==> src/rtl/branch_issue_queue.sv <==
// branch_issue_queue: in-order branch/jump/AUIPC issue queue; tracks source readiness from
// writeback wakeups and releases only the head, once both its sources are ready.
module branch_issue_queue #(
  parameter int DEPTH = 8,
  parameter int PAYLOAD_W = 128
) (
  input  logic                   cpu_clock_i,
  input  logic                   cpu_reset_i,
  input  logic                   flush_i,
  input  logic                   disp_valid_i,
  output logic                   disp_ready_o,
  input  logic [PAYLOAD_W-1:0]   disp_payload_i,
  input  logic [5:0]             disp_rs1_i,
  input  logic [5:0]             disp_rs2_i,
  input  logic                   disp_rs1_rdy_i,
  input  logic                   disp_rs2_rdy_i,
  input  logic [5:0]             disp_rob_i,
  input  logic [2:0]             wake_valid_i,
  input  logic [17:0]            wake_tag_i,
  input  logic                   iss_stall_i,
  output logic                   iss_valid_o,
  output logic [PAYLOAD_W-1:0]   iss_payload_o,
  output logic [5:0]             iss_rs1_o,
  output logic [5:0]             iss_rs2_o,
  output logic [5:0]             iss_rob_o,
  output logic [$clog2(DEPTH):0] occupancy_o,
  output logic                   empty_o
);
  localparam int AW = $clog2(DEPTH);
  logic [AW:0] head, tail;
  logic [AW-1:0] h, t;
  logic [PAYLOAD_W-1:0] pay_q [DEPTH];
  logic [5:0] rs1_q [DEPTH];
  logic [5:0] rs2_q [DEPTH];
  logic [5:0] rob_q [DEPTH];
  logic [DEPTH-1:0] rdy1_q, rdy2_q, vld_q;
  logic push, pop;
  // Tag 0 is the hardwired zero register and never waits on a writeback.
  function automatic logic woken(input logic [5:0] tag, input logic [2:0] wv, input logic [17:0] wt);
    woken = tag == 6'd0;
    for (int k = 0; k < 3; k++) woken = woken | (wv[k] && wt[6*k +: 6] == tag);
  endfunction
  assign h = head[AW-1:0];
  assign t = tail[AW-1:0];
  assign occupancy_o = tail - head;
  assign empty_o = occupancy_o == '0;
  assign disp_ready_o = occupancy_o < (AW+1)'(DEPTH);
  assign push = disp_valid_i && disp_ready_o && !flush_i;
  assign pop = vld_q[h] && !iss_stall_i && !flush_i
    && (rdy1_q[h] || woken(rs1_q[h], wake_valid_i, wake_tag_i))
    && (rdy2_q[h] || woken(rs2_q[h], wake_valid_i, wake_tag_i));
  always_ff @(posedge cpu_clock_i) begin
    if (cpu_reset_i) begin
      head <= '0;
      tail <= '0;
      vld_q <= '0;
      iss_valid_o <= 1'b0;
      iss_payload_o <= '0;
      iss_rs1_o <= '0;
      iss_rs2_o <= '0;
      iss_rob_o <= '0;
    end else if (flush_i) begin
      head <= '0;
      tail <= '0;
      vld_q <= '0;
      iss_valid_o <= 1'b0;
    end else begin
      for (int i = 0; i < DEPTH; i++) begin
        if (woken(rs1_q[i], wake_valid_i, wake_tag_i)) rdy1_q[i] <= 1'b1;
        if (woken(rs2_q[i], wake_valid_i, wake_tag_i)) rdy2_q[i] <= 1'b1;
      end
      iss_valid_o <= pop;
      if (pop) begin
        vld_q[h] <= 1'b0;
        head <= head + 1'b1;
        iss_payload_o <= pay_q[h];
        iss_rs1_o <= rs1_q[h];
        iss_rs2_o <= rs2_q[h];
        iss_rob_o <= rob_q[h];
      end
      if (push) begin
        pay_q[t] <= disp_payload_i;
        rs1_q[t] <= disp_rs1_i;
        rs2_q[t] <= disp_rs2_i;
        rob_q[t] <= disp_rob_i;
        rdy1_q[t] <= disp_rs1_rdy_i || woken(disp_rs1_i, wake_valid_i, wake_tag_i);
        rdy2_q[t] <= disp_rs2_rdy_i || woken(disp_rs2_i, wake_valid_i, wake_tag_i);
        vld_q[t] <= 1'b1;
        tail <= tail + 1'b1;
      end
    end
  end
endmodule

==> config.mk <==
export PLATFORM = sky130hd
export DESIGN_NAME = branch_issue_queue
export DESIGN_NICKNAME = d
export VERILOG_FILES = /design/src/rtl/branch_issue_queue.sv
export SDC_FILE = /design/constraint.sdc
export NUM_CORES = 2
export LEC_CHECK = 0
export CAP_MARGIN = 10
export CORE_MARGIN = 5
export CORE_UTILIZATION = 59
export CTS_CLUSTER_SIZE = 28
export DETAILED_ROUTE_END_ITERATION = 6
export PLACE_DENSITY_LB_ADDON = 0.2
export SYNTH_ARGS = -nofsm -noshare
export SYNTH_HDL_FRONTEND = slang
export SYNTH_SLANG_ARGS = --single-unit
==> constraint.sdc <==
create_clock -name cpu_clock_i -period 12.4 [get_ports cpu_clock_i]
set_input_delay 2.48 -clock cpu_clock_i [delete_from_list [all_inputs] [get_ports cpu_clock_i]]
set_output_delay 2.48 -clock cpu_clock_i [all_outputs]
set_load 0.005 [all_outputs]
==> impl_metrics.yaml <==
run_status:
  outcome: "complete, no violations"
sta:
  maxSlewHeadroom: 0.1425
  layout_min_cycle_time_ns: 6.238
  setup_viol_count_final: 0
  final.period_utilization: 0.5031
  setup-tns-final_ns: 0
  final-hold-violation-count: 0
  max_freq_mhz: 160.3
  max_slew.worst_pin.slew_ns: 1.285
  max_slew_vio_count: 0
  grt_setup_unrepaired: "false"
  timing.clock.skew_ns: 0.02670
logic_synthesis:
  ys_top_cells_by_area: "edfxtp_1, dfxtp_1, a22oi_1, xnor2_1, xor2_1"
  synthArstFlopShare: 0
  synth_compound_area_frac: 0.1218
  yosysSeqAreaShare: 0.7241
  post_synth_xor_area_fraction: 0.05922
  synth_area_per_cell_um2: 15.58
  synth_cells: 3446
  ys.warnings.count: 0
  combinational_family_with_the_most_area_after_synthesis: "compound AO/OA/AOI/OAI gates"
  synth-adder-area-share: 0.001538
  synthesis.nets: 3626
  syn-cell-area_um2: 53690
  dominantRegCellSynth: "edfxtp_1"
  post_synth_num_cell_types: 62
  synth_top_area_frac: 0.6622
  yosys_register_bits: 1350
  edff_count_synth: 1184
  synth_top_area_cell: "edfxtp_1"
  muxShareOfSynthArea: 0.01566
  synth-simple-area-share: 0.05481
job:
  max-cap-violations: 0
worst_setup_path:
  worst_ep_required_time_ns: 9.92
  timing.reg2reg.worst_path_depth: 11
  setup.worst_path.class: "reg -> out"
  slowest_delay_ns: 0.79
  worst_path_dominant_cell_family: "buffers and inverters"
  cp_num_buf_inv: 4
  setup.worst_path.start_class: "flip-flop"
  cell_at_the_slowest_stage_of_the_critical_path: "dfxtp_1"
  setup.worst_path.end_class: "output port"
  critPathArrivalTime_ns: 3.76
  critical_path.max_fanout: 16
  timing.critical_path.mode_cell: "inv_1"
  r2r_setup_slack_ns: 6.61
  crit_chain: "inv_1 -> ha_1 -> a21oi_1 -> xnor2_1 -> buf_4 -> inv_1 -> nor4_1 -> clkdlybuf4s50_1"
detailed_routing:
  drt-vias-per-instance: 6.731
  post-route-drc-count: 0
  drtIter0Drc: 4272
  postRouteAntennaNets: 0
  wl_per_cell_um: 30.57
  vias: 33730
  route.final.wire_length_um: 153200
  detail_route.first_pass.iterations: 6
placed_design:
  dpl.hpwl_um: 80250
  place_inst: 4748
  gp_congestion: 0.9129
  portBuffers: 326
global_route:
  grt_pass1_wl_um: 225100
  antenna_found_initial: 25
  grt.total_usage: 0.3086
  vias_in_the_first_global_route: 34320
  grt_max_degree: 161
  gr-total-overflow: 0
cells_and_area:
  finalNetCount: 3887
  final_cell_count_no_fill: 5011
  synthToLayoutAreaGrowth_pct: 16.13
  area_of_the_multi_input_gates_um2: 13710
  sequential_cell_area_um2: 38880
  fillerInstances: 5799
  finalCoreUtilization: 0.6916
  proportion_of_layout_cells_with_a_drive_suffix_above_1: 0.09143
cts:
  clock_tree.root_cell: "clkbuf_16"
  cts.sink_count: 1350
  ctsHoldBuffers: 0
  cts_resized: 0
  clock_network_latency_to_the_later_pin_of_the_worst_skew_pair_ns: 0.74
  cts_buffer_depth: 3
  cts_tree: "built"
  cts_max_level: 4
  post-cts-setup-buffers: 0
  clock_slew_seen_by_the_registers_of_the_worst_setup_and_hold_paths_ns: 0.06
  number_of_cts_inserted_buffers: 133
pwr:
  worst_ir_drop_vdd_v: 0.0001257
  total_leakage_power_nw: 19.06
  power.density_cell_area_nw_per_um2: 150.1
floorplan:
  num_rows: 110
  initial_utilization: 0.5956
  die_width_um: 311.7
  die-area_um2: 97130
  coreArea_um2: 90150
  die_height_um: 311.7
  ioPinCount: 327
worst_hold_path:
  hold_path.class: "reg -> reg"
  destination_of_the_worst_hold_path: "iss_payload_o[119]"
  worst_hold_startpoint: "iss_payload_o[119]"
  worst_hold_path.num_cells: 2
registers in the layout, indices dropped and copies added (netlist names), 4 cells and up, named ones only:
name and cells:
iss_payload_o 128, pay_q 1024, iss_rs1_o 6, rob_q 48
rdy1_q 8, iss_rob_o 6, rs1_q 48, head 4
iss_rs2_o 6, tail 4, vld_q 8, rs2_q 48
rdy2_q 8
layer usage:
| layer | global-route usage | vias to the layer above | wire length [um] |
|---|---|---|---|
| li1 | - | 14340 | - |
| met1 | 0.4241 | 17090 | 60140 |
| met2 | 0.4938 | 1978 | 72890 |
| met3 | 0.07317 | 302 | 15440 |
| met4 | 0.1044 | 20 | 4566 |
| met5 | 0 | - | 140 |
cell type report:
class	count	area share
tap	1176	0.02360
inverter	13	0.0007826
clock inverter	64	0.01116
clock buffer	181	0.06000
timing repair buffer	381	0.06036
multi-input combinational	1828	0.2199
sequential	1350	0.6235
antenna	18	0.0007224
cells in the final DEF (no fill, tap or decap), types with 12 or more instances in the layout:
cell type	n
a211oi_2	14
a21oi_1	61
a221oi_1	61
a22o_1	61
a22oi_1	418
a31oi_1	58
a41oi_1	58
buf_4	44
bufinv_16	12
clkbuf_1	27
clkbuf_16	135
clkbuf_8	19
clkdlybuf4s50_1	314
clkinv_1	17
clkinv_2	20
dfxtp_1	166
diode_2	18
edfxtp_1	1184
inv_1	13
mux4_2	24
nand2_1	14
nand2b_1	114
nand3_1	127
nand4_1	75
nor2_1	22
nor3_1	46
nor4_1	60
o21ai_0	25
o21ai_1	112
xnor2_1	214
xor2_1	149
power breakdown:
part	internal, W	leakage [nW]	total, W	switching [W]
clock network	0.00238	2.17	0.00404	0.00167
logic	0.000126	4.88	0.000335	0.000209
registers	0.00496	12.0	0.00498	0.0000121
per-stage QoR:
| step | hold slack, ns | total power (W) | setup WS (ns) | cell area [um^2] |
|---|---|---|---|---|
| final | 0.4638 | 0.009356 | 6.162 | 62350 |
| after global routing | 0.4838 | 0.009623 | 6.070 | 62330 |
| after CTS | 0.4638 | 0.009403 | 6.137 | 62310 |
| after detailed placement | 0.4537 | 0.005402 | 5.625 | 57870 |
| after global placement | 0.4498 | 0.005391 | 5.771 | 57870 |
| after floorplan | 0.4350 | 0.005232 | 2.486 | 53690 |
tightest hold or removal path, stage by stage, from the launching register on:
cell and delay [ns]:
dfxtp_1 0.31, nand2b_1 0.06, o21ai_1 0.05
synthesized netlist by cell type, types with 75 or more instances:
| cell type | number |
|---|---|
| xnor2_1 | 214 |
| nand2b_1 | 114 |
| edfxtp_1 | 1184 |
| o21ai_1 | 112 |
| nand3_1 | 127 |
| xor2_1 | 149 |
| nand4_1 | 75 |
| a22oi_1 | 418 |
| dfxtp_1 | 166 |
| clkbuf_1 | 151 |
worst max-delay path by stage:
stage	slack [ns]	endpoint	cells after the start	start
5_1_grt	6.07	empty_o	8	head[2]
3_5_place_dp	5.63	flip-flop	10	wake_tag_i[3]
2_1_floorplan	2.49	pay_q[6][0]	4	disp_valid_i
3_3_place_gp	5.77	flip-flop	10	wake_tag_i[9]
4_1_cts	6.14	empty_o	8	head[2]
6_report	6.16	empty_o	8	head[2]
kinds of logic after synthesis:
family	Yosys count
adders and majority gates	6
muxes	46
DFF	1350
xor gates and xnor gates	363
AOI/OAI and AO/OA	902
and+or+nand+nor	511
buffers and inverters	268
Power figures use the tool's default switching activity.
